<file path="src/rtl/switch_bounce_gen_if.sv">
// Request/level handshake and switch contact bundle
// for the mechanical switch emulator.
interface switch_bounce_gen_if;
    logic req_i;
    logic level_i;
    logic ready_o;
    logic busy_o;
    logic done_o;
    logic sw_o;

    modport master (
        output req_i,
        output level_i,
        input  ready_o,
        input  busy_o,
        input  done_o,
        input  sw_o
    );

    modport slave (
        input  req_i,
        input  level_i,
        output ready_o,
        output busy_o,
        output done_o,
        output sw_o
    );
endinterface

</file>
<file path="src/rtl/switch_bounce_gen.sv">
// Mechanical switch emulator: each accepted level change becomes
// an LFSR-timed bounce burst of fixed length, then a stable settle.
module switch_bounce_gen #(
    parameter int unsigned ClkFreq      = 100_000_000,
    parameter int unsigned BounceTimeUs = 1000,
    parameter int unsigned GlitchBits   = 6,
    parameter logic [15:0] LfsrSeed     = 16'hACE1,
    parameter logic        InitLevel    = 1'b0
) (
    input  logic             clk_i,
    input  logic             rst_ni,
    switch_bounce_gen_if.slave bus
);

    localparam int unsigned BounceCycles =
        ClkFreq / 1_000_000 * BounceTimeUs;
    localparam int unsigned CntW =
        (BounceCycles > 2) ? $clog2(BounceCycles) : 1;
    localparam int unsigned SegW = GlitchBits + 1;
    localparam logic [15:0] Seed =
        (LfsrSeed == 16'h0) ? 16'hACE1 : LfsrSeed;
    localparam logic [CntW-1:0] CntLoad =
        CntW'(BounceCycles - 1);
    localparam logic [SegW-1:0] SegOne = SegW'(1);

    if (BounceCycles < 2) begin : g_bad_bounce
        $error("BounceCycles must be at least 2");
    end
    if (GlitchBits < 1 || GlitchBits > 15) begin : g_bad_glitch
        $error("GlitchBits must be in 1..15");
    end

    typedef enum logic [1:0] {
        IDLE,
        BOUNCE,
        DONE
    } state_e;

    state_e          state_q, state_d;
    logic            sw_q, sw_d;
    logic            ready_q, ready_d;
    logic            busy_q, busy_d;
    logic            done_q, done_d;
    logic            tgt_q, tgt_d;
    logic [CntW-1:0] cnt_q, cnt_d;
    logic [SegW-1:0] seg_q, seg_d;
    logic [15:0]     lfsr_q, lfsr_d;
    logic [SegW-1:0] seg_len;

    // Galois right-shift, taps 0xB400; free-running in every state
    assign lfsr_d = {1'b0, lfsr_q[15:1]}
                  ^ (lfsr_q[0] ? 16'hB400 : 16'h0000);
    assign seg_len = {1'b0, lfsr_q[GlitchBits-1:0]} + SegOne;

    always_comb begin
        state_d = state_q;
        sw_d    = sw_q;
        ready_d = ready_q;
        busy_d  = busy_q;
        done_d  = 1'b0;
        tgt_d   = tgt_q;
        cnt_d   = cnt_q;
        seg_d   = seg_q;
        unique case (state_q)
            IDLE: begin
                if (bus.req_i) begin
                    tgt_d   = bus.level_i;
                    ready_d = 1'b0;
                    busy_d  = 1'b1;
                    if (bus.level_i == sw_q) begin
                        state_d = DONE;
                        done_d  = 1'b1;
                    end else begin
                        state_d = BOUNCE;
                        sw_d    = bus.level_i;
                        cnt_d   = CntLoad;
                        seg_d   = seg_len;
                    end
                end
            end
            BOUNCE: begin
                // burst end takes priority over a segment toggle
                if (cnt_q == '0) begin
                    sw_d    = tgt_q;
                    state_d = DONE;
                    done_d  = 1'b1;
                end else begin
                    cnt_d = cnt_q - 1'b1;
                    if (seg_q == SegOne) begin
                        sw_d  = ~sw_q;
                        seg_d = seg_len;
                    end else begin
                        seg_d = seg_q - SegOne;
                    end
                end
            end
            DONE: begin
                state_d = IDLE;
                ready_d = 1'b1;
                busy_d  = 1'b0;
            end
            default: begin
                state_d = IDLE;
                ready_d = 1'b1;
                busy_d  = 1'b0;
            end
        endcase
    end

    always_ff @(posedge clk_i) begin
        if (!rst_ni) begin
            state_q <= IDLE;
            sw_q    <= InitLevel;
            ready_q <= 1'b1;
            busy_q  <= 1'b0;
            done_q  <= 1'b0;
            tgt_q   <= InitLevel;
            cnt_q   <= '0;
            seg_q   <= '0;
            lfsr_q  <= Seed;
        end else begin
            state_q <= state_d;
            sw_q    <= sw_d;
            ready_q <= ready_d;
            busy_q  <= busy_d;
            done_q  <= done_d;
            tgt_q   <= tgt_d;
            cnt_q   <= cnt_d;
            seg_q   <= seg_d;
            lfsr_q  <= lfsr_d;
        end
    end

    assign bus.sw_o    = sw_q;
    assign bus.ready_o = ready_q;
    assign bus.busy_o  = busy_q;
    assign bus.done_o  = done_q;

endmodule

</file>
<file path="src/flat_wrapper.sv">
// flat-port wrapper written by rule: the top's interface ports become plain ports
module switch_bounce_gen_flat 
#(
    parameter int unsigned ClkFreq      = 100_000_000,
    parameter int unsigned BounceTimeUs = 1000,
    parameter int unsigned GlitchBits   = 6,
    parameter logic [15:0] LfsrSeed     = 16'hACE1,
    parameter logic        InitLevel    = 1'b0
)
  (clk_i, rst_ni, bus_req_i, bus_level_i, bus_ready_o, bus_busy_o, bus_done_o, bus_sw_o);
  switch_bounce_gen_if bus_i ();
  input  logic clk_i;
  input  logic rst_ni;
  input wire logic [$bits(bus_i.req_i)-1:0] bus_req_i;
  input wire logic [$bits(bus_i.level_i)-1:0] bus_level_i;
  output wire logic [$bits(bus_i.ready_o)-1:0] bus_ready_o;
  output wire logic [$bits(bus_i.busy_o)-1:0] bus_busy_o;
  output wire logic [$bits(bus_i.done_o)-1:0] bus_done_o;
  output wire logic [$bits(bus_i.sw_o)-1:0] bus_sw_o;
  assign bus_i.req_i = bus_req_i;
  assign bus_i.level_i = bus_level_i;
  assign bus_ready_o = bus_i.ready_o;
  assign bus_busy_o = bus_i.busy_o;
  assign bus_done_o = bus_i.done_o;
  assign bus_sw_o = bus_i.sw_o;
  switch_bounce_gen #(.ClkFreq(ClkFreq), .BounceTimeUs(BounceTimeUs), .GlitchBits(GlitchBits), .LfsrSeed(LfsrSeed), .InitLevel(InitLevel)) u_core (.clk_i(clk_i), .rst_ni(rst_ni), .bus(bus_i));
endmodule
</file>
<file path="config.mk">
export PLATFORM = sky130hd
export DESIGN_NAME = switch_bounce_gen_flat
export DESIGN_NICKNAME = d
export VERILOG_FILES = /design/src/rtl/switch_bounce_gen_if.sv /design/src/rtl/switch_bounce_gen.sv /design/src/flat_wrapper.sv
export SDC_FILE = /design/constraint.sdc
export NUM_CORES = 1
export LEC_CHECK = 0
export ABC_AREA = 1
export CORE_UTILIZATION = 48
export CTS_CLUSTER_SIZE = 16
export DETAILED_ROUTE_END_ITERATION = 7
export GPL_TIMING_DRIVEN = 0
export PLACE_DENSITY_LB_ADDON = 0.25
export SLEW_MARGIN = 20
export SYNTH_ARGS = -nofsm -noshare
export SYNTH_HDL_FRONTEND = slang
export SYNTH_SLANG_ARGS = --single-unit
</file>
<file path="constraint.sdc">
create_clock -name clk_i -period 1.73 [get_ports clk_i]
set_input_delay 0.346 -clock clk_i [delete_from_list [all_inputs] [get_ports clk_i]]
set_output_delay 0.346 -clock clk_i [all_outputs]
set_load 0.005 [all_outputs]
</file>
==> results of run 1 <==
==> sequential cells by signal, summed over array words and instances (netlist names) <==
signal and count:
u_core.cnt_q 17, u_core.lfsr_q 16, u_core.seg_q 7, u_core.state_q 2, u_core.bus.busy_o 1, u_core.bus.done_o 1
u_core.bus.ready_o 1, u_core.bus.sw_o 1, u_core.tgt_q 1
==> critical path, cell delays in order (launching register included) <==
cell	delay [ps]
dfxtp_1	360
nor2_2	180
nand2_4	90
nor2_8	150
nand3_4	120
o21ai_4	300
clkbuf_16	220
nand2_2	50
a21oi_2	120
==> how the worst max path moves through the flow <==
stage                                       from                           end  slack (ps)  depth (start not counted)
floorplan           u_core.cnt_q[0]$_SDFFE_PN0P_  u_core.cnt_q[7]$_SDFFE_PN0P_         170                         10
global placement                       bus_req_i  u_core.cnt_q[4]$_SDFFE_PN0P_        -310                         10
detailed placement                     bus_req_i  u_core.cnt_q[3]$_SDFFE_PN0P_        -330                         10
CTS                 u_core.cnt_q[1]$_SDFFE_PN0P_  u_core.cnt_q[3]$_SDFFE_PN0P_          30                         10
global route                           bus_req_i  u_core.seg_q[4]$_SDFFE_PN0P_          -8                         10
finish              u_core.cnt_q[6]$_SDFFE_PN0P_  u_core.seg_q[6]$_SDFFE_PN0P_          70                          8
==> logic make-up after synthesis <==
logic type,count (synthesis),synth area share
simple gates,199,0.369
buf+inv,48,0.0795
xor+xnor,10,0.0350
flops,47,0.376
fa+ha+maj,4,0.0200
compound gates,49,0.120
==> power by group <==
part / switching (µW) / leakage (µW) / internal (µW)
Combinational: 787 / 0.000847 / 547
Clock: 375 / 0.0000505 / 364
Sequential: 125 / 0.000389 / 1210
==> layout make-up <==
type | count | area, µm²
inverters | 38 | 143
clock inverters | 1 | 7.51
plain buffers | 10 | 77.6
clock buffers | 7 | 96.3
fillers | 473 | 1990
repair buffers | 13 | 133
well taps | 67 | 83.8
flip-flops and latches | 47 | 943
multi-input cells | 262 | 1400
==> cell usage in the layout, fill, tap and decap left out, types with 3 or more instances in the layout <==
cell / n
nand3b_1: 4
nand3_1: 31
dfxtp_1: 45
inv_2: 4
xnor2_1: 4
a21oi_2: 11
nand2_1: 93
xor2_1: 6
clkbuf_1: 3
ha_1: 3
clkbuf_8: 7
nand2_2: 11
nor2_4: 3
clkdlybuf4s50_1: 7
a21oi_1: 17
nor2_1: 38
nor2_2: 4
buf_4: 5
o21ai_0: 15
or2_2: 8
inv_1: 34
==> metrics by stage <==
| stage | std cells | hold WS, ps | setup TNS (ps) |
|---|---|---|---|
| floorplan | 357 | 390 | 0 |
| global placement | 431 | 394 | -7740 |
| detailed placement | 431 | 401 | -8070 |
| CTS | 439 | 423 | 0 |
| global route | 445 | 432 | -9.41 |
| finish | 445 | 418 | 0 |
==> metal layers <==
layer  part of all wire  GRT usage
met3              0.026     0.0407
met5                  0          0
met4              0.015     0.0641
met1               0.50      0.278
met2               0.46      0.360
==> timing repair <==
action | in CTS | in global routing
pin swaps | 0 | 5
setup endpoints to repair | 20 | 24
buffers inserted | 0 | 4
gates cloned | 0 | 2
resized for setup | 5 | 19
==> summary.txt, run 1 <==
Logic synthesis
  – Top post-synthesis cells by area: dfxtp_1 38%, nand2_1 14%, nand3_1 6.2%
  – Synth cell count leaders: 96 x nand2_1, 47 x dfxtp_1, 40 x nor2_1
  – Mean Syn Cell Area: approximately 7 µm²
  – Main synth FF type: dfxtp_1
  – Area leader, netlist: dfxtp_1
  – Cell variety after synth: 30
  – Sequential element share of the synthesized area: 0.376
  – Number of synthesized flops with an enable pin: 0
  – Top-count cell post-synth: nand2_1
  – Gate Count Post-Synth: around 360
  – FF+latch count, synth: 47
  – Post-synth top area share: 0.376
  – Mapped cell area: ~0.0025 mm²
  – Syn nets: between 300 and 400
  – Asr flop ratio synth: 0
  – Ys Warns: 0

Timing
  – Finish-stage setup viols: 0
  – Minimum clock period: ~1700 ps
  – Final Hold Viols: 0
  – Period utilisation layout: 0.961
  – Fin worst setup slack: 66.7 ps
  – Fmax: between 0.6 and 0.7 GHz
  – Worst-Margin Slew: roughly 700 ps
  – Slew Limit Fails: 0
  – Slew HR: 0.531
  – Setup Skew: about 11 ps

Route
  – DR vias: 2199
  – Routed Antenna Nets: 0
  – WL final: 5.52 mm
  – DR vias/cell: a little under 5
  – Initial DRT Pass Iterations: 4
  – Number of remaining DRC errors: 0
  – 1st-iter DRT viols: approximately 130
  – Routed WL per cell: about 12 µm

Run
  – Max Cap Viol: 0

GRT
  – GRT Total Usage: 0.214
  – Antenna violations before repair: 0
  – First-pass GRT wire length: 8.83 mm
  – GRT overflow: 0
  – Largest net degree at the start of global routing: 15
  – Vias in the first global route: ~1900

Floorplan
  – Core Area: just under 0.005 mm²
  – Die Wd: roughly 74 µm
  – Die area: ~0.0055 mm²
  – Die Y: roughly 74 µm
  – Std-Cell Rows: 25
  – Initial Utilization: 0.513
  – IO Pins: 8

Power
  – Peak VDD IR: approximately 0.56 mV
  – Leakage: 0.00129 µW
  – Pwr dens: roughly 1200 mW/mm²
  – Post-layout power: 3410 µW

Cells and area
  – Nets@finish: 385
  – Layout cells sized above 1: 0.188
  – Final core utilization: 0.592
  – Post-layout instance area: 0.00289 mm²
  – ANT cells: 0
  – Layout area overhead: 15.5%

Worst setup path
  – Reg-to-reg endpoint: u_core.seg_q[6]$_SDFFE_PN0P_
  – CP Class: reg -> reg
  – CP Capture Type: register
  – Crit path launch type: register
  – Flop-to-flop setup slack: 70 ps
  – Reg2Reg Depth: 8
  – Reg2Reg Launch Point: u_core.cnt_q[6]$_SDFFE_PN0P_
  – Max FO, Critical Path: 7
  – CP Data Required Time: 1960 ps
  – Arrival @ worst endpoint: between 1500 and 2000 ps

Clock network
  – Max clock buf depth: 2
  – Clock transition at path regs: 90 ps
  – Clk sink count: 47
  – Root Driver: clkbuf_8
  – TritonCTS clock tree: yes
  – Clk Latency, worst-skew pair: a little over 300 ps
  – Hold Buf Count CTS: 0
  – Number of buffers created by CTS: 5
  – H-tree Lvls: 2

Outcome
  – Status: finished clean

Worst hold path
  – HP Class: reg -> reg
  – Worst hold stages: 1
  – Hold_sp: u_core.lfsr_q[6]$_SDFF_PN1_
  – Min-Delay Endpoint: u_core.lfsr_q[5]$_SDFF_PN1_

Placed design
  – Gpl congestion: 0.874
  – Number of port buffers: 7
  – HPWL after detailed placement: roughly 3.8 mm
  – Post-Place Worst Slack: -329 ps
  – Placed Area: 0.00266 mm²
Power figures use the tool's default switching activity.
==> run 2, diff against run 1 <==
Settings changed: SETUP_SLACK_MARGIN set to 0.4.
==> summary.txt, run 2 (synthesized netlist as in run 1, its figures left out) <==
Outcome
  – Status: finished clean

Cells and area
  – Most frequent cells in the layout: 88 x nand2_1, 33 x inv_1, 33 x nor2_1
  – Area of the multi-input gates: 0.00151 mm² (+7.6%)
  – Post-layout instance area: 0.00314 mm² (+8.7%)
  – Max reg flops: 17 (unchanged)
  – ANT cells: 0 (unchanged)
  – Top reg by flops: u_core.cnt_q
  – Largest regs: u_core.cnt_q (17), u_core.lfsr_q (16), u_core.seg_q (7)
  – Layout cells sized above 1: 0.298 (+0.111)
  – Nets@finish: 399 (+3.6%)
  – Fillers: 432 (-8.7%)
  – FF+latch area: 975 µm² (+3.3%)
  – Layout area overhead: 25.5%
  – Final Non-Filler Cells: 459 (+3.1%)
  – Commonest non-fill, non-tap cell in the layout: nand2_1

Timing
  – Slew HR: 0.739 (+0.208)
  – Fmax: 0.651 GHz (+8.3%)
  – Final Hold Viols: 0 (unchanged)
  – Setup Skew: 12.8 ps (+1.73 ps)
  – Worst-Margin Slew: 391 ps (-312 ps)
  – Slew Limit Fails: 0 (unchanged)
  – Finish-stage setup viols: 0 (unchanged)
  – Hold WS: 423 ps (+4.35 ps)
  – RSZ-0062 raised after global routing: yes
  – Period utilisation layout: 0.888 (-0.0733)
  – Minimum clock period: 1540 ps (-127 ps)

Worst setup path
  – Crit path to: u_core.cnt_q[3]$_SDFFE_PN0P_
  – Arrival @ worst endpoint: 1760 ps (-140 ps)
  – Flop-to-flop setup slack: 190 ps (+130 ps)
  – CP Data Required Time: 1960 ps (about the same)
  – Max FO, Critical Path: 5 (-2)
  – CP Capture Type: register
  – CP startpoint: u_core.cnt_q[13]$_SDFFE_PN0P_
  – CP Class: reg -> reg
  – Crit path launch type: register
  – Reg2Reg Launch Point: u_core.cnt_q[13]$_SDFFE_PN0P_
  – Reg2Reg Depth: 9 (+1)
  – Reg-to-reg endpoint: u_core.cnt_q[3]$_SDFFE_PN0P_

GRT
  – GRT overflow: 0 (unchanged)
  – Vias in the first global route: 2153 (+11%)
  – GRT Total Usage: 0.236 (+0.0222)
  – Largest net degree at the start of global routing: 16 (+1)
  – Antenna violations before repair: 0 (unchanged)
  – First-pass GRT wire length: 9.72 mm (+10%)

Run
  – Max Cap Viol: 0 (unchanged)

Floorplan
  – Die Y: 74.2 µm (unchanged)
  – Die Wd: 74.2 µm (unchanged)
  – Initial Utilization: 0.513 (unchanged)
  – Std-Cell Rows: 25 (unchanged)
  – Die area: 0.00550 mm² (unchanged)
  – Core Area: 0.00488 mm² (unchanged)
  – IO Pins: 8 (unchanged)

Clock network
  – Clk sink count: 47 (unchanged)
  – Clk Latency, worst-skew pair: 300 ps (about the same)
  – Number of buffers created by CTS: 5 (unchanged)
  – TritonCTS clock tree: yes
  – Clock transition at path regs: 100 ps (about the same)
  – Root Driver: clkbuf_8
  – Max clock buf depth: 2 (unchanged)
  – H-tree Lvls: 2 (unchanged)

Route
  – 1st-iter DRT viols: 160 (+22%)
  – WL final: 5.93 mm (+7.5%)
  – Number of remaining DRC errors: 0 (unchanged)
  – DR vias/cell: 5.09 (+3.0%)
  – Initial DRT Pass Iterations: 4 (unchanged)
  – Routed WL per cell: 12.9 µm (+4.2%)
  – DR vias: 2337 (+6.3%)
  – Routed Antenna Nets: 0 (unchanged)

Placed design
  – Number of port buffers: 7 (unchanged)
  – HPWL after detailed placement: 3.86 mm (+2.7%)
  – Gpl congestion: 0.856 (-2.1%)
  – Post-Place Cells: 431 (unchanged)
  – Placed Area: 0.00270 mm² (+1.6%)

Worst hold path
  – HP Class: reg -> reg

Power
  – Leakage: 0.00142 µW (+11%)
  – Pwr dens: 1150 mW/mm² (-2.6%)
  – Peak VDD IR: 0.710 mV (+26%)
run 2: what timing repair did:
item,in CTS,in global routing
gates resized for setup,47,26
gates cloned,2,0
endpoints found under the setup margin,40,28
hold buffers,0,0
setup buffers,16,2
pin swaps,20,11
run 2: how the worst min path moves through the flow:
| stage | cells after the start | slack [ps] | to | startpoint |
|---|---|---|---|---|
| after floorplan | 2 | 390 | u_core.lfsr_q[14]$_SDFF_PN0_ | u_core.lfsr_q[15]$_SDFF_PN1_ |
| after global placement | 1 | 400 | u_core.lfsr_q[6]$_SDFF_PN1_ | u_core.lfsr_q[7]$_SDFF_PN1_ |
| after detailed placement | 2 | 400 | u_core.lfsr_q[8]$_SDFF_PN0_ | u_core.lfsr_q[9]$_SDFF_PN0_ |
| after CTS | 1 | 430 | u_core.lfsr_q[5]$_SDFF_PN1_ | u_core.lfsr_q[6]$_SDFF_PN1_ |
| after global routing | 2 | 440 | u_core.lfsr_q[14]$_SDFF_PN0_ | u_core.lfsr_q[15]$_SDFF_PN1_ |
| final | 1 | 420 | u_core.lfsr_q[5]$_SDFF_PN1_ | u_core.lfsr_q[6]$_SDFF_PN1_ |
run 2: per-stage QoR:
stage / setup TNS [ps] / util / setup WS (ps) / power [µW]
finish: 0 / 0.643 / 194 / 3610
global placement: -4180 / 0.553 / -184 / 2570
floorplan: 0 / - / 337 / 2340
global route: 0 / 0.643 / 96.0 / 3850
detailed placement: -4460 / 0.553 / -203 / 2590
CTS: 0 / 0.626 / 187 / 3520
run 2: critical path, cell delays in order, from the launching register on:
cell,delay [ps]
dfxtp_4,380
nor2_4,150
nand2_4,90
nor2_8,100
nand3_4,110
o21ai_4,200
buf_6,140
buf_8,120
nand2_4,50
a21oi_2,110
run 2: layout make-up:
type / count / area share
clock buffer: 6 / 0.0231
clock inverter: 2 / 0.00518
tap: 67 / 0.0267
sequential: 47 / 0.310
multi-input combinational: 262 / 0.481
inverter: 38 / 0.0454
buffer: 10 / 0.0267
timing repair buffer: 27 / 0.0813
run 2: per-layer routing:
layer / wire length (µm) / up-vias / track usage
li1: - / 1199 / -
met1: 2600 / 1065 / 0.295
met2: 2930 / 62 / 0.405
met3: 327 / 11 / 0.0515
met4: 74 / 0 / 0.0726
met5: 0 / - / 0
run 2: power by group:
part	leakage (µW)	switching (µW)	total [µW]	internal, µW
sequential	0.000396	139	1360	1220
combinational	0.000986	883	1570	688
clock	0.0000418	389	680	291
total	0.00142	1410	3610	2200
==> run 3, diff against run 2 <==
Settings changed: CORE_MARGIN set to 2.
==> summary.txt, run 3 (synthesized netlist as in run 1, its figures left out) <==
Cells and area
  – Area of the multi-input gates: 0.00158 mm² (+4.6%)
  – Post-layout instance area: 0.00331 mm² (+5.3%)
  – Final core utilization: 0.651 (+0.00805)
  – Fillers: 420 (-2.8%)
  – Layout cells sized above 1: 0.338 (+0.0399)
  – ANT cells: 0 (unchanged)
  – Final Non-Filler Cells: 466 (+1.5%)
  – Max reg flops: 17 (unchanged)
  – FF+latch area: 976 µm² (+0.13%)
  – Most frequent cells in the layout: 83 x nand2_1, 35 x nor2_1, 32 x inv_1
  – Largest regs: u_core.cnt_q (17), u_core.lfsr_q (16), u_core.seg_q (7)
  – Top reg by flops: u_core.cnt_q
  – Nets@finish: 403 (+1.0%)
  – Layout area overhead: 32.2%
  – Commonest non-fill, non-tap cell in the layout: nand2_1

Placed design
  – Number of port buffers: 7 (unchanged)
  – Gpl congestion: 0.906 (+5.9%)
  – Placed Area: 0.00270 mm² (+0.14%)
  – HPWL after detailed placement: 3.92 mm (+1.5%)
  – Post-Place Cells: 434 (+0.70%)

Outcome
  – Status: finished clean

Timing
  – Finish-stage setup viols: 0 (unchanged)
  – Hold WS: 322 ps (-101 ps)
  – Minimum clock period: 1610 ps (+73.0 ps)
  – Worst-Margin Slew: 503 ps (+112 ps)
  – Slew HR: 0.665 (-0.0746)
  – Period utilisation layout: 0.930 (+0.0422)
  – RSZ-0062 raised after global routing: yes
  – Setup Skew: 12.5 ps (-0.250 ps)
  – Final Hold Viols: 0 (unchanged)
  – Slew Limit Fails: 0 (unchanged)
  – Setup total negative slack: 0 ps (unchanged)
  – Fmax: 0.621 GHz (-4.5%)

GRT
  – First-pass GRT wire length: 10.0 mm (+3.3%)
  – Vias in the first global route: 2175 (+1.0%)
  – Antenna violations before repair: 0 (unchanged)
  – GRT Total Usage: 0.216 (-0.0203)
  – GRT overflow: 0 (unchanged)
  – Largest net degree at the start of global routing: 18 (+2)

Worst setup path
  – CP Capture Type: register
  – Slowest Stage Delay on Critical Path: 370 ps (about the same)
  – Largest delay share family, worst path: simple AND/OR/NAND/NOR gates
  – Reg2Reg Depth: 9 (unchanged)
  – Critical-path top delay cell: dfxtp_2
  – Arrival @ worst endpoint: 1860 ps (+100 ps)
  – Stages on worst setup path: 9 (unchanged)
  – Reg2Reg Launch Point: u_core.cnt_q[4]$_SDFFE_PN0P_
  – Crit path launch type: register
  – Max FO, Critical Path: 5 (unchanged)
  – Crit-path cells: nor2_4 > nand2_4 > nor2_8 > nand3_4 > o21ai_4 > buf_6 > buf_16 > nand2_2 > a21oi_2
  – CP Class: reg -> reg
  – CP Data Required Time: 1980 ps (+20 ps)
  – Buf/Inv on CP: 2 (unchanged)
  – Reg-to-reg endpoint: u_core.cnt_q[4]$_SDFFE_PN0P_
  – CP startpoint: u_core.cnt_q[4]$_SDFFE_PN0P_
  – Crit path to: u_core.cnt_q[4]$_SDFFE_PN0P_
  – Flop-to-flop setup slack: 120 ps (-70 ps)

Clock network
  – Number of buffers created by CTS: 5 (unchanged)
  – H-tree Lvls: 2 (unchanged)
  – Max clock buf depth: 2 (unchanged)
  – Clk sink count: 47 (unchanged)
  – TritonCTS clock tree: yes
  – Clk Latency, worst-skew pair: 320 ps (+20 ps)
  – Clock transition at path regs: 100 ps (about the same)
  – Root Driver: clkbuf_8

Route
  – Number of remaining DRC errors: 0 (unchanged)
  – DR vias/cell: 5.16 (+1.3%)
  – DR vias: 2404 (+2.9%)
  – Routed WL per cell: 14.2 µm (+9.7%)
  – Routed Antenna Nets: 0 (unchanged)
  – 1st-iter DRT viols: 158 (-1.3%)
  – Initial DRT Pass Iterations: 5 (+1)
  – WL final: 6.61 mm (+11%)

Power
  – Sw Ratio: 0.402 (+0.0109)
  – Seq pwr share: 0.355 (-0.021)
  – Switching power: 1550 µW (+9.6%)
  – Combinational Power Share: 0.457 (+0.022)
  – Leakage: 0.00148 µW (+4.1%)
  – Pwr dens: 1160 mW/mm² (+1.3%)
  – Pint: 2300 µW (+4.7%)
  – Peak VDD IR: 0.742 mV (+4.5%)
  – Part of the power in the clock network: 0.188 (about the same)

Floorplan
  – Initial Utilization: 0.493 (-0.0197)
  – Core Area: 0.00507 mm² (+4.0%)
  – Die Y: 76.2 µm (+2.7%)
  – Die Wd: 76.2 µm (+2.7%)
  – Std-Cell Rows: 26 (+4.0%)
  – IO Pins: 8 (unchanged)
  – Die area: 0.00580 mm² (+5.5%)

Run
  – Max Cap Viol: 0 (unchanged)

Worst hold path
  – Worst hold stages: 3 (+2)
  – HP Class: in -> reg
-- run 3: cell count changes in the layout (fill, tap and decap cells not counted), sizes merged --
cell	before	now
buf	26	29
dlygate4sd2	7	5
dlymetal6s2s	0	2
inv	39	40
-- run 3: cell type report --
class,count,share of cell area
buffer,10,0.0265
clock inverter,3,0.00757
tap,70,0.0265
timing repair buffer,31,0.101
multi-input combinational,262,0.478
sequential,47,0.295
clock buffer,5,0.0208
inverter,38,0.0447
-- run 3: power by group through the flow --
stage          Clock (µW)  Sequential (µW)  Combinational (µW)
6_report              724             1370                1760
5_1_grt               782             1380                1920
4_1_cts               727             1340                1470
3_5_place_dp            0             1350                1250
3_3_place_gp            0             1350                1230
2_1_floorplan           0             1330                1010
-- run 3: timing repair --
item	in CTS	in global routing
buffers inserted	13	7
resized for setup	46	54
hold buffers	0	0
pin swaps	18	18
cloned	3	1
setup endpoints to repair	40	28
-- run 3: through the flow --
step	setup slack, ps	total power [µW]
after floorplan	337	2340
after global placement	-200	2580
after detailed placement	-204	2600
after CTS	154	3540
after global routing	43.3	4080
final	121	3850
-- run 3: routing by layer --
layer	vias to the layer above	wire length (µm)	GRT usage
met4	0	95	0.0618
met2	73	3430	0.388
li1	1203	-	-
met1	1114	2740	0.257
met3	14	346	0.0498
met5	-	0	0
-- run 3: worst min-delay path by stage --
stage | from | endpoint
floorplan | u_core.lfsr_q[15]$_SDFF_PN1_ | u_core.lfsr_q[14]$_SDFF_PN0_
global placement | u_core.lfsr_q[8]$_SDFF_PN0_ | u_core.lfsr_q[7]$_SDFF_PN1_
detailed placement | u_core.lfsr_q[12]$_SDFF_PN0_ | u_core.lfsr_q[11]$_SDFF_PN1_
CTS | u_core.lfsr_q[6]$_SDFF_PN1_ | u_core.lfsr_q[5]$_SDFF_PN1_
global route | bus_level_i | u_core.tgt_q$_SDFFE_PN0P_
finish | bus_level_i | u_core.tgt_q$_SDFFE_PN0P_
-- run 3: worst register-to-register path, stage by stage, from the launching register on --
cell and delay [ps]:
dfxtp_2 370, nor2_4 150, nand2_4 90, nor2_8 130, nand3_4 120, o21ai_4 240
buf_6 150, buf_16 120, nand2_2 60, a21oi_2 120
==> patch 1, RTL diff (config.mk and constraints of run 2) <==
`ClkFreq` is set to 100_000_000 in 2 places; all go to 400_000_000.
--- a/src/rtl/switch_bounce_gen.sv
+++ b/src/rtl/switch_bounce_gen.sv
@@ -1,7 +1,7 @@
 // Mechanical switch emulator: each accepted level change becomes
 // an LFSR-timed bounce burst of fixed length, then a stable settle.
 module switch_bounce_gen #(
-    parameter int unsigned ClkFreq      = 100_000_000,
+    parameter int unsigned ClkFreq      = 400_000_000,
     parameter int unsigned BounceTimeUs = 1000,
     parameter int unsigned GlitchBits   = 6,
     parameter logic [15:0] LfsrSeed     = 16'hACE1,
--- a/src/flat_wrapper.sv
+++ b/src/flat_wrapper.sv
@@ -1,7 +1,7 @@
 // flat-port wrapper written by rule: the top's interface ports become plain ports
 module switch_bounce_gen_flat 
 #(
-    parameter int unsigned ClkFreq      = 100_000_000,
+    parameter int unsigned ClkFreq      = 400_000_000,
     parameter int unsigned BounceTimeUs = 1000,
     parameter int unsigned GlitchBits   = 6,
     parameter logic [15:0] LfsrSeed     = 16'hACE1,
Function: no difference found for any inputs over 10 cycles, from zero or initial values and one cycle with rst_ni low; that may be too few to reach the edited logic, so the function may still have changed.
==> patch 1 against run 2 <==
- power increased by 38%
- setup slack improved by 0.0071 ns
- critical path type unchanged
- fmax increased by 0.46%
- wire length increased by 2.0%
- global-route usage decreased by 0.66 points
- critical endpoint is now u_core.cnt_q[7]$_SDFFE_PN0P_
- design area increased by 3.4%
- combinational power increased by 65%
- worst hold slack got worse by 0.0043 ns
- synthesized area increased by 3.6%
- sequential cell count increased by 2
- first-iteration DRC count increased by 19%
==> patch 1: results (changes against run 2) <==
Run status
  • Status: finished, final reports clean

Timing
  • Slew @ Worst Pin: 0.612 ns (+0.220 ns)
  • WHS: 0.418 ns (-0.00431 ns)
  • Post-route setup slack: 0.201 ns (+0.00710 ns)

Route
  • Via density: 5.11 (+0.43%)
  • First-pass detailed-route iteration total: 5 (+1)
  • Initial DRC count: 191 (+19%)
  • Wire length per cell: 12.7 microns (-1.8%)
  • Total wire length: 6.05 mm (+2.0%)

Setup path
  • Critical Path Start Type: register
  • RR Endpoint: u_core.cnt_q[7]$_SDFFE_PN0P_
  • Worst Path Arrival: 1.70 ns (-0.06 ns)
  • Max Fanout on Critical Path: 10 (+5)
  • Reg-to-Reg Start: u_core.cnt_q[8]$_SDFFE_PN0P_

Synthesis
  • Netlist cell types: 28 (-6.7%)
  • Synth Net Count: 384 (+5.2%)
  • Post-Synth XOR/XNOR Area: 4.06% (+0.55 points)
  • Compound-cell area share of the yosys netlist: 10.4% (-1.6 points)
  • Top cells by area, synth: dfxtp_1 38%, nand2_1 15%, nor2_1 6.7%, inv_1 5.5%, nand3_1 5.0%
  • Syn avg cell area: 6.89 sq um (-1.6%)
  • Most frequent cells after synthesis: 105 x nand2_1, 49 x dfxtp_1, 46 x nor2_1
  • Seq/Total Area, Yosys: 37.9% (+0.24 points)
  • Post-Synth Adder-Cell Area: 1.93% (-0.070 points)

Pwr
  • Gate power share: 51.9% (+8.4 points)
  • VDD IR max: 0.663 mV (-6.6%)
  • Net Sw Frac: 41.7% (+2.6 points)
  • Power per cell area: 1540 nW/um^2 (+34%)
  • Seq. pwr: 1.56 mW (+15%)

Final layout
  • Multi-input gates: 276 (+5.3%)
  • Biggest regs: u_core.cnt_q x19, u_core.lfsr_q x16, u_core.seg_q x7
  • Clk_buf instances: 5 (-1)
  • Multi-input logic area: 1560 sq um (+3.6%)
  • Buffering overhead: 9.91% (-0.89 points)
  • Share of layout cells above drive strength 1: 27.5% (-2.3 points)
  • Non-CTS buffers: 33 (-11%)
  • Signal inverters: 41 (+7.9%)
  • Fillers: 464 (+7.4%)
  • Finished Core Util: 63.1% (-1.2 points)
  • Clk cell area share: 3.55% (+0.72 points)

Clock network
  • Num Clock Sinks: 49 (+4.3%)

Place
  • DP Area: 2780 sq um (+3.0%)
  • Setup WS pre-CTS: -0.172 ns (+0.0311 ns)
  • RePlAce Congestion: 0.828 (-3.2%)
  • Post-Place Cells: 452 (+4.9%)
  • PortBufs: 6 (-1)

Worst hold path
  • Hold EP: u_core.lfsr_q[6]$_SDFF_PN1_
  • Hold_sp: u_core.lfsr_q[7]$_SDFF_PN1_

Global routing
  • First-pass GRT wire length: 9.84 mm (+1.3%)
  • Vias in the first global route: 2,136 (-0.79%)
  • Global Route Usage Sum: 22.9% (-0.66 points)
  • Largest net degree at the start of global routing: 17 (+1)
==> patch 1: cell count changes in the layout (fill, tap and decap cells not counted), sizes merged, moves of 3 or more <==
cell / delta
nor2: +7
buf: -4
nand2: +4
nand3: -3
or2: +3
==> patch 1: layer usage <==
metal / global-route usage (%) / up-vias / routed length [microns]
li1: - / 1242 / -
met1: 31.1 / 1120 / 2740
met5: 0 / - / 0
met3: 4.89 / 5 / 363
met2: 36.0 / 72 / 2880
met4: 8.64 / 0 / 68
==> patch 1: worst reg2reg max path, cell delays in order, from the launching register on <==
cell     delay (ns)
dfxtp_1        0.37
nor2_2         0.18
nand2_2        0.11
nor2_4         0.16
nand3_4        0.10
nand2_4        0.08
nand2_4        0.08
buf_6          0.16
nand3_1        0.08
a21oi_1        0.07
==> patch 1: repair_timing <==
action | in CTS | in global routing
pin swaps | 11 | 10
endpoints found under the setup margin | 33 | 32
cloned | 2 | 0
setup buffers | 11 | 4
resized for setup | 36 | 32
==> patch 2, RTL diff (flow settings as in run 2) <==
Made on the original files. Make the reset (`rst_ni`) asynchronous in one clocked block.
--- a/src/rtl/switch_bounce_gen.sv
+++ b/src/rtl/switch_bounce_gen.sv
@@ -107,7 +107,7 @@
         endcase
     end
 
-    always_ff @(posedge clk_i) begin
+    always_ff @(posedge clk_i or negedge rst_ni) begin
         if (!rst_ni) begin
             state_q <= IDLE;
             sw_q    <= InitLevel;
Function: differs if rst_ni is asserted again (counterexample within 4 cycles, from zero or initial values and one cycle with rst_ni low); with rst_ni held inactive, the same outputs for 10 cycles.
==> patch 2 against run 2 <==
- design area fell by 0.16%
- wire length is 8.5% lower
- fmax is 0.35% lower
- final cell count down 11%
- setup slack got worse by 0.0053 ns
- synthesized area decreased by 1.2%
- sequential cell count did not move
- utilization up 0.31 points
- worst hold slack lost 0.075 ns
- count of clock-buffer cells in the layout rose by 1
Power is not compared: it rests on default switching activity, and its combinational part moved more than twofold at a synthesized area within 25%.
==> patch 2: results (changes against run 2) <==
Setup path
  • Worst Path Arrival: 1.72 ns (-0.04 ns)
  • Slowest CP cell: dfrtp_1
  • CP max stage delay: 0.42 ns (+0.04 ns)
  • Max Fanout on Critical Path: 10 (+5)

Synthesis
  • Ys async rst share: 100% (+100 points)
  • Most frequent cells after synthesis: 82 x nand2_1, 38 x dfrtp_1, 38 x nor2_1
  • Syn avg cell area: 8.32 sq um (+19%)
  • Seq/Total Area, Yosys: 48.0% (+10 points)
  • Top cells by area, synth: dfrtp_1 38%, nand2_1 12%, dfstp_2 9.6%, xor2_1 6.0%, nor2_1 5.8%
  • Dominant synthesized flop cell: dfrtp_1
  • Synth Net Count: 305 (-16%)
  • Netlist cell types: 28 (-6.7%)

Route
  • Via density: 5.04 (-1.0%)
  • Total wire length: 5.43 mm (-8.5%)
  • Initial DRC count: 146 (-8.8%)

Final layout
  • Nets: 349 (-13%)
  • Share of layout cells above drive strength 1: 31.9% (+2.0 points)
  • Finished Layout Cells: 409 (-11%)

Run status
  • Status: finished, final reports clean

Global routing
  • Vias in the first global route: 1,999 (-7.2%)
  • First-pass GRT wire length: 9.14 mm (-6.0%)
  • Largest net degree at the start of global routing: 29 (+13)
  • Global Route Usage Sum: 22.3% (-1.3 points)

Place
  • Detailed placer's ending HPWL: 3.42 mm (-12%)
  • DP Area: 2660 sq um (-1.3%)
  • Setup WS pre-CTS: -0.205 ns (-0.00250 ns)
  • RePlAce Congestion: 0.850 (-0.67%)
  • Post-Place Cells: 372 (-14%)

Timing
  • Slew @ Worst Pin: 0.488 ns (+0.0967 ns)
  • Final Skew: 0.00676 ns (-0.00600 ns)
[patch 2: cell types whose count changed in the layout (fill, tap and decap cells not counted), moves of 13 or more]
cell	delta
dfrtp_1	+37
dfxtp_1	-28
a21oi_1	-16
dfxtp_2	-15
nand2_1	-13
o21ai_2	+13
[patch 2: path summary, 6_finish.rpt]
check	start	end	slack, ns	cells after the start
setup / recovery	u_core.cnt_q[15]$_DFFE_PN0P_	u_core.cnt_q[4]$_DFFE_PN0P_	0.19	9
hold / removal	u_core.lfsr_q[9]$_DFF_PN0_	u_core.lfsr_q[8]$_DFF_PN0_	0.35	0
setup reg to reg	u_core.cnt_q[15]$_DFFE_PN0P_	u_core.cnt_q[4]$_DFFE_PN0P_	0.19	9
hold reg to reg	u_core.lfsr_q[9]$_DFF_PN0_	u_core.lfsr_q[8]$_DFF_PN0_	0.35	0
max in group asynchronous	rst_ni	u_core.lfsr_q[13]$_DFF_PN1_	0.61	3
min in group asynchronous	rst_ni	u_core.lfsr_q[4]$_DFF_PN0_	0.53	2
[patch 2: report_power, final]
group	leakage (nW)	total, mW	switching, mW	internal [mW]
logic	0.914	3.26	1.88	1.38
registers	0.578	1.59	0.197	1.39
clock network	0.0484	0.692	0.364	0.328
total	1.54	5.54	2.44	3.10
[patch 2: layout make-up]
| cell class | count | area [sq um] |
|---|---|---|
| clock inverters | 1 | 8.76 |
| clock buffers | 7 | 86.3 |
| inverters | 31 | 129 |
| fillers | 380 | 1710 |
| well taps | 67 | 83.8 |
| multi-input cells | 212 | 1240 |
| plain buffers | 7 | 78.8 |
| repair buffers | 37 | 318 |
| flip-flops and latches | 47 | 1190 |
[patch 2: cells by family (layout without fill, tap and decap cells)]
family	after synthesis	count (layout)	share of synthesized area (%)
buffers and inverters	38	83	6.93
flip-flops	47	47	48.0
adder cells (fa/ha/maj)	4	4	2.02
AND/OR/NAND/NOR	158	158	28.0
XOR/XNOR	18	18	6.38
AO/OA/AOI/OAI	32	32	8.65
[patch 2: critical path, delay by kind of cell, from the launching register on]
family                 cells  cell delay (ns)
AOI/OAI and AO/OA          1             0.06
and+or+nand+nor            7             0.78
buffers and inverters      1             0.16
DFF                        1             0.42
[patch 2: what timing repair did]
action / CTS / global route
pin swaps: 8 / 13
hold buffers: 1 / 0
endpoints found under the setup margin: 32 / 31
gates resized for setup: 34 / 26
endpoints found under the hold margin: 1 / 0
setup buffers: 18 / 9
gates cloned: 1 / 0
[patch 2: per-layer routing]
metal	up-vias	track usage (%)	routed length, microns
met5	-	0	0
met4	0	7.26	90
met3	15	4.39	134
met2	38	36.3	2670
met1	991	29.7	2530
li1	1017	-	-
